## config.mk

```make
export PLATFORM = sky130hd
export DESIGN_NAME = psum_deskew_collector
export DESIGN_NICKNAME = d
export VERILOG_FILES = /design/src/rtl/psum_deskew_collector.sv
export SDC_FILE = /design/constraint.sdc
export NUM_CORES = 2
export LEC_CHECK = 0
export ABC_CLOCK_PERIOD_IN_PS = 12300
export BUFFER_PORTS_ARGS = -buffer_cell sky130_fd_sc_hd__buf_2
export CAP_MARGIN = 15
export CORE_MARGIN = 2
export CORE_UTILIZATION = 45
export CTS_CLUSTER_SIZE = 16
export DETAILED_ROUTE_END_ITERATION = 16
export PLACE_DENSITY = 0.74
export SETUP_SLACK_MARGIN = 0.05
export SLEW_MARGIN = 20
export SYNTH_ARGS = -nofsm -noshare
export SYNTH_HDL_FRONTEND = slang
export SYNTH_SLANG_ARGS = --single-unit
```

## constraint.sdc

```tcl
create_clock -name clk -period 12.3 [get_ports clk]
set_clock_uncertainty 0.05 [all_clocks]
set_input_delay 0.615 -clock clk [delete_from_list [all_inputs] [get_ports clk]]
set_output_delay 0.615 -clock clk [all_outputs]
set_load 0.01 [all_outputs]
```

## src/rtl/psum_deskew_collector.sv

```systemverilog
// Realigns the diagonally skewed bottom-row partial sums of a systolic array into
// whole rows and buffers them in a small credit-managed FIFO.

module psum_lane_dly #(
  parameter int STAGES = 1,
  parameter int W      = 32
) (
  input  logic         clk,
  input  logic         en_i,
  input  logic [W-1:0] d_i,
  output logic [W-1:0] q_o
);
  logic [STAGES-1:0][W-1:0] sr_q;

  // Data only; a stale value can never be pushed because the token chain is reset.
  always_ff @(posedge clk) begin
    if (en_i) begin
      sr_q[0] <= d_i;
      for (int s = 1; s < STAGES; s++) sr_q[s] <= sr_q[s-1];
    end
  end

  assign q_o = sr_q[STAGES-1];
endmodule

module psum_deskew_collector #(
  parameter int NUM   = 16,
  parameter int DEPTH = 4
) (
  input  logic              clk,
  input  logic              rst_n,
  input  logic              en_i,
  input  logic              in_valid_i,
  output logic              in_ready_o,
  input  logic [NUM*32-1:0] in_sum_i,
  output logic              out_valid_o,
  input  logic              out_ready_i,
  output logic [NUM*32-1:0] out_row_o,
  output logic              overflow_o,
  output logic [15:0]       row_cnt_o
);
  localparam int PW = $clog2(DEPTH);
  localparam int CW = PW + 1;
  localparam int IW = $clog2(NUM) + 1;

  logic [NUM-1:0][31:0] aligned;
  logic [NUM-2:0]       tok_q, tok_d;
  logic [IW-1:0]        inflight_q, inflight_d;
  logic [NUM*32-1:0]    mem_q [DEPTH];
  logic [PW-1:0]        wr_ptr_q, rd_ptr_q;
  logic [CW-1:0]        count_q, count_d;
  logic                 ovf_q;
  logic [15:0]          cnt_q;
  logic                 accept, push, pop;
  logic [31:0]          occupancy;

  // Lane i waits NUM-1-i advances so every lane of a row lines up with the last one.
  for (genvar i = 0; i < NUM; i++) begin : g_lane
    if (i == NUM-1) begin : g_pass
      assign aligned[i] = in_sum_i[i*32 +: 32];
    end else begin : g_dly
      psum_lane_dly #(.STAGES(NUM-1-i), .W(32)) u_dly (
        .clk  (clk),
        .en_i (en_i),
        .d_i  (in_sum_i[i*32 +: 32]),
        .q_o  (aligned[i])
      );
    end
  end

  // Rows in flight already own a FIFO slot, so the FIFO cannot overflow.
  assign occupancy   = 32'(count_q) + 32'(inflight_q);
  assign in_ready_o  = occupancy < 32'(DEPTH);
  assign accept      = en_i & in_valid_i & in_ready_o;
  assign push        = en_i & tok_q[NUM-2];
  assign out_valid_o = count_q != '0;
  assign pop         = out_valid_o & out_ready_i;
  assign out_row_o   = out_valid_o ? mem_q[rd_ptr_q] : '0;
  assign overflow_o  = ovf_q;
  assign row_cnt_o   = cnt_q;

  always_comb begin
    tok_d = tok_q;
    if (en_i) begin
      tok_d[0] = accept;
      for (int i = 1; i < NUM-1; i++) tok_d[i] = tok_q[i-1];
    end
    inflight_d = inflight_q + IW'(accept) - IW'(push);
    count_d    = count_q + CW'(push) - CW'(pop);
  end

  always_ff @(posedge clk or negedge rst_n) begin
    if (!rst_n) begin
      tok_q      <= '0;
      inflight_q <= '0;
      wr_ptr_q   <= '0;
      rd_ptr_q   <= '0;
      count_q    <= '0;
      ovf_q      <= 1'b0;
      cnt_q      <= '0;
    end else begin
      tok_q      <= tok_d;
      inflight_q <= inflight_d;
      count_q    <= count_d;
      if (push) wr_ptr_q <= wr_ptr_q + PW'(1);
      if (pop) begin
        rd_ptr_q <= rd_ptr_q + PW'(1);
        cnt_q    <= cnt_q + 16'd1;
      end
      if (en_i && in_valid_i && !in_ready_o) ovf_q <= 1'b1;
    end
  end

  always_ff @(posedge clk) begin
    if (push) mem_q[wr_ptr_q] <= aligned;
  end
endmodule
```

* Word level (Yosys, flattened, before mapping) *
Memory sizes are Yosys's and may differ from the RTL's.
Index checks and enable logic that the tools add are counted.
W data, S select, Z words.

cells by class
  multipliers = 0
  shift operators = 0
  div/mod/pow operators = 0
  reduce and logical (&&, ||, !) cells = 4
  mux-type cells = 3
  order comparisons = 1
  $add $sub $neg = 8
  equality and inequality tests = 0
  bitwise logic cells = 4

operators with widths
  cell                     count
  $mux W512                1
  $add A16 B1 Y16 const B  1
  $add A3 B5 Y6            1
  $lt A6 B3 Y1 const B     1
  $add A5 B1 Y5            1
  $sub A5 B1 Y5            1
  $add A2 B1 Y2 const B    2
  $and A1 B1 Y1            4
  $add A3 B1 Y3            1
  $reduce_bool A3 Y1       1
  $sub A3 B1 Y3            1
  $logic_and A1 B1 Y1      2
  $mux W1                  2
  $logic_not A1 Y1         1

storage, ports and cells
  latch bits = 0
  flip-flop bits (word level) = 3884
  ROM bits = 0
  bits of input ports = 517
  memories = 1
  bits in writable memories = 2048

memories
  memory  words  bits a word  read ports  clocked after Yosys merged registers in  write ports  line  text
  mem_q   4      512          1           0                                        1            49    logic [NUM*32-1:0] mem_q [DEPTH];

* Depth between registers and ports, before layout *
  depth in word-level cells = 5
  mapped depth = 14

* By module *
Synthesis repeated with hierarchy kept, for this count alone.

unflattened totals
  cell total of the unflattened synthesis = 7702
  area, all modules = 198078.7 um^2

modules (own cells, without submodules)
  module                                  instances  cells each  seq. area each (um^2)  area an instance (um^2)
  psum_deskew_collector                   1          3414        62600.0                79404.9
  psum_lane_dly (g_lane[0].g_dly.u_dly)   1          512         14413.8                14654.1
  psum_lane_dly (g_lane[1].g_dly.u_dly)   1          480         13452.9                13693.1
  psum_lane_dly (g_lane[2].g_dly.u_dly)   1          448         12492.0                12732.2
  psum_lane_dly (g_lane[3].g_dly.u_dly)   1          416         11531.1                11771.3
  psum_lane_dly (g_lane[4].g_dly.u_dly)   1          384         10570.1                10810.4
  psum_lane_dly (g_lane[5].g_dly.u_dly)   1          352         9609.2                 9849.4
  psum_lane_dly (g_lane[6].g_dly.u_dly)   1          320         8648.3                 8888.5
  psum_lane_dly (g_lane[7].g_dly.u_dly)   1          288         7687.4                 7927.6
  psum_lane_dly (g_lane[8].g_dly.u_dly)   1          256         6726.5                 6966.7
  psum_lane_dly (g_lane[9].g_dly.u_dly)   1          224         5765.5                 6005.8
  psum_lane_dly (g_lane[10].g_dly.u_dly)  1          192         4804.6                 5044.8
  psum_lane_dly (g_lane[11].g_dly.u_dly)  1          160         3843.7                 4083.9
  psum_lane_dly (g_lane[12].g_dly.u_dly)  1          128         2882.8                 3123.0
  2 more rows                             n/a        n/a         n/a                    n/a

* Worst setup path after synthesis *
Ideal clock, no wire load.

  kind = input port to flip-flop
  start point = input port en_i
  end point = memory mem_q[0][0] in the netlist's numbering (enable)
  slack = -1.382 ns
  required time = 11.303 ns
  path buffers = 1
  arrival = 12.685 ns
  setup time = 0.947 ns
  cell stages on the path = 2
  cell sequence = clkbuf_1 -> and3_1

on the way
  longest elaborated chain between the ends = 3

ends and longest elaborated chain
  element                        line  text
  start, declared                32    input logic en_i,
  $and A1 B1 Y1                  75    assign push = en_i & tok_q[NUM-2];
  $mux W1                        115   if (push) mem_q[wr_ptr_q] <= aligned;
  $mux W1 (implied by the code)  115
  end, declared                  49

No other way between the ends.

* Worst setup path in the final report *
  start point = register rd_ptr_q[0]
  end point = output port out_row_o[174]

on the way
  longest elaborated chain between the ends = 2

ends and longest elaborated chain
  element                 line  text
  start, declared         50    logic [PW-1:0] wr_ptr_q, rd_ptr_q;
  start signal, assigned  107   rd_ptr_q <= rd_ptr_q + PW'(1);
  $mem_v2 Z4 W512         n/a
  $mux W512               78    assign out_row_o = out_valid_o ? mem_q[rd_ptr_q] : '0;
  end, declared           38    output logic [NUM*32-1:0] out_row_o,

No other way between the ends.

==> impl_metrics.ini <==
[global_routing]
met3_usage_pct = 3.25
grt_start_max_net_pins = 209
use_met1_pct = 21.5
grt_util_all_layers_pct = 18.4
grt-busiest-layer = met2
grtUsageMet2_pct = 31.9
overflow = 0
grt_pass1_wl_um = 586000
first_global_vias = 83700
antenna_found_initial = 84

[routing]
via_count = 80400
wire_per_inst_um = 26.6
ant_nets = 0
drtIter0Drc = 8370
avgViaCountPerCell = 5.18
post-route-drc-count = 0
dr.pass1.iters = 6
wl_um = 414000

[floorplanning]
die_w_um = 662
rows = 241
initial_core_util_pct = 45.2
core_region_area_mm2 = 0.431
die_area_mm2 = 0.438
die_h_um = 662
ios = 1048

[clock_network]
insertion_delay_ps = 1020
numCtsBuffers = 572
cts_tree = yes
cts-root-buf = clkbuf_16
htreeDepth = 6
cts_buffer_depth = 4
cts.sinks = 5932
cts_setup_buffers = 0
clk_pin_slew_ps = 60

[timing]
clock.fmax_mhz = 181
period_minus_slack_ps = 5530
hold_violations = 0
tns_ps = 0
tightest_slew_ps = 1220
rsz0062_at_grt = no
period_share_pct = 44.9
maxSlewHeadroom_pct = 18.7
setup_viol = 0
slew_viol_final = 0

[critical_path]
cp.required_ps = 11640
cpMaxStageDelayCell = dfrtp_4
cp-end-kind = output pin
start_kind = flop
worstReg2RegStart = inflight_q[2]
critPathMostFrequentCell = buf_4
crit_fanout = 43
reg2reg_to = inflight_q[4]
cp.arrival_ps = 4860
rrSetupSlack_ps = 8510
cp_slowest_stage_delay_ps = 920
r2r_cells = 14
crit_chain = buf_4 > buf_4 > mux4_2 > and2_1 > buf_2
crit_type = flop to output pin

[pwr]
p_int_uw = 32700
power_density_mw_per_mm2 = 178
total_power_uw = 41100
sw_frac_of_total_pct = 20.4
p_sw_uw = 8380
pwr-share-comb_pct = 1.4
p_clk_share_pct = 41.5
ir_worst_vdd_mv = 0.156
leakage_uw = 0.0777
pwr-share-seq_pct = 57.1

[layout]
nNetsFinal = 9845
post_layout_nonfiller_instances = 15500
final_cell_area_mm2 = 0.231
mostFrequentLayoutCells = 5888 x edfxtp_1, 1045 x buf_2, 574 x clkbuf_16
drive_gt1_share_pct = 25.2
fillers = 30700
area_growth_syn_to_layout_pct = 18.5
final_common_cell = edfxtp_1

[flow_run]
maxCapViolations = 0

[logic_synthesis]
synth.ff_latch_count = 5932
syn_inst = 7252
avgSynthCellArea_um2 = 26.8
yosys.area.top_type = edfxtp_1
yosysSeqAreaShare_pct = 91.4
synth_area_leaders = edfxtp_1 91%, mux4_2 5.9%, and2_1 1.6%
netlist.area_leader.share_pct = 90.8
synthesis.area_mm2 = 0.195
syn-num-nets = 7786
synth-edff-count = 5888
synth_ff_type = edfxtp_1
yosys_warnings = 0
postSynth.asyncResetShare_pct = 0.742
ys_types = 32

[placed_design]
port_buffers = 1047
dp_hpwl_um = 220000
dp_cells = 13900
place_congestion = 0.846
post_dp_cell_area_mm2 = 0.207

[worst_hold_path]
hold_class = primary input to async pin

[status]
run_status = complete, no violations
[how the worst max path moves through the flow]
| stage | from | endpoint | slack (ps) | cells past startpoint |
|---|---|---|---|---|
| floorplan | en_i | mem_q[3][0] | -1380 | 2 |
| global placement | en_i | g_lane[2].g_dly.u_dly.sr_q[293] | 7560 | 5 |
| detailed placement | en_i | g_lane[2].g_dly.u_dly.sr_q[261] | 7420 | 5 |
| CTS | rd_ptr_q[0] | out_row_o[174] | 6530 | 5 |
| global route | rd_ptr_q[0] | out_row_o[174] | 6340 | 5 |
| finish | rd_ptr_q[0] | out_row_o[174] | 6770 | 5 |
[metrics by stage]
stage	util (%)	hold WS [ps]	setup slack [ps]
floorplan	-	269	-1380
global placement	48.0	350	7560
detailed placement	48.0	355	7420
CTS	53.5	111	6530
global route	53.5	97.1	6340
finish	53.5	89.1	6770
[timing repair]
item                                   4_1_cts  5_1_grt
hold buffers                               516        0
endpoints found under the hold margin      689        0
resized for setup                            0        0
[cells by family after synthesis]
family / after synthesis / synth area share (%)
fa+ha+maj: 17 / 0.117
flops: 5932 / 91.4
buf+inv: 192 / 0.606
simple gates: 551 / 1.75
xor+xnor: 23 / 0.103
compound gates: 10 / 0.0373
mux: 527 / 6.01
[critical path: cells and delay by family (launching register included)]
family,cells,cell delay (ps)
buf+inv,3,1790
simple gates,1,280
mux,1,610
flops,1,920
[cells in the mapped netlist, types with 2 or more instances]
| cell type | instances |
|---|---|
| a21o_1 | 2 |
| nor2_1 | 4 |
| mux2_2 | 15 |
| edfxtp_1 | 5888 |
| clkbuf_1 | 65 |
| mux4_2 | 512 |
| and2_1 | 512 |
| fa_1 | 2 |
| xor2_1 | 2 |
| nand4_1 | 2 |
| inv_1 | 19 |
| buf_6 | 52 |
| dfrtp_1 | 44 |
| ha_1 | 15 |
| nand3_1 | 10 |
| nor2b_1 | 3 |
| xnor2_1 | 21 |
| buf_2 | 55 |
| and3_1 | 6 |
| nand2_1 | 10 |
| a21oi_1 | 2 |
[power groups by stage]
| stage | sequential [µW] | clock [µW] | combinational (µW) |
|---|---|---|---|
| 4_1_cts | 23500 | 17300 | 550 |
| 6_report | 23500 | 17100 | 556 |
| 3_3_place_gp | 23800 | 0 | 379 |
| 5_1_grt | 23600 | 18100 | 590 |
| 3_5_place_dp | 23900 | 0 | 392 |
| 2_1_floorplan | 23700 | 0 | 1.62 |
[final cells by class]
class | instances | area [µm²] | share of cell area [%]
antenna | 66 | 165 | 0.0716
clock buffer | 693 | 14800 | 6.42
clock inverter | 333 | 3420 | 1.48
inverter | 19 | 78.8 | 0.0342
multi-input combinational | 1128 | 15600 | 6.77
sequential | 5932 | 178000 | 77.1
tap | 5710 | 7140 | 3.10
timing repair buffer | 1658 | 11600 | 5.02
[per-layer routing]
layer / vias to the layer above / part of all wire (%)
li1: 33900 / -
met1: 41700 / 35
met2: 3713 / 52
met3: 1105 / 6.0
met4: 26 / 6.9
met5: - / 0.042
[state kept, by name (all words and copies together) (netlist names)]
| signal | flops |
|---|---|
| g_lane.g_dly.u_dly.sr_q | 3360 |
| mem_q | 2048 |
| g_lane.g_dly.u_dly.q_o | 480 |
| row_cnt_o | 16 |
| tok_q | 15 |
| inflight_q | 5 |
| count_q | 3 |
| rd_ptr_q | 2 |
| wr_ptr_q | 2 |
| overflow_o | 1 |
(Power assumes the default switching activity.)
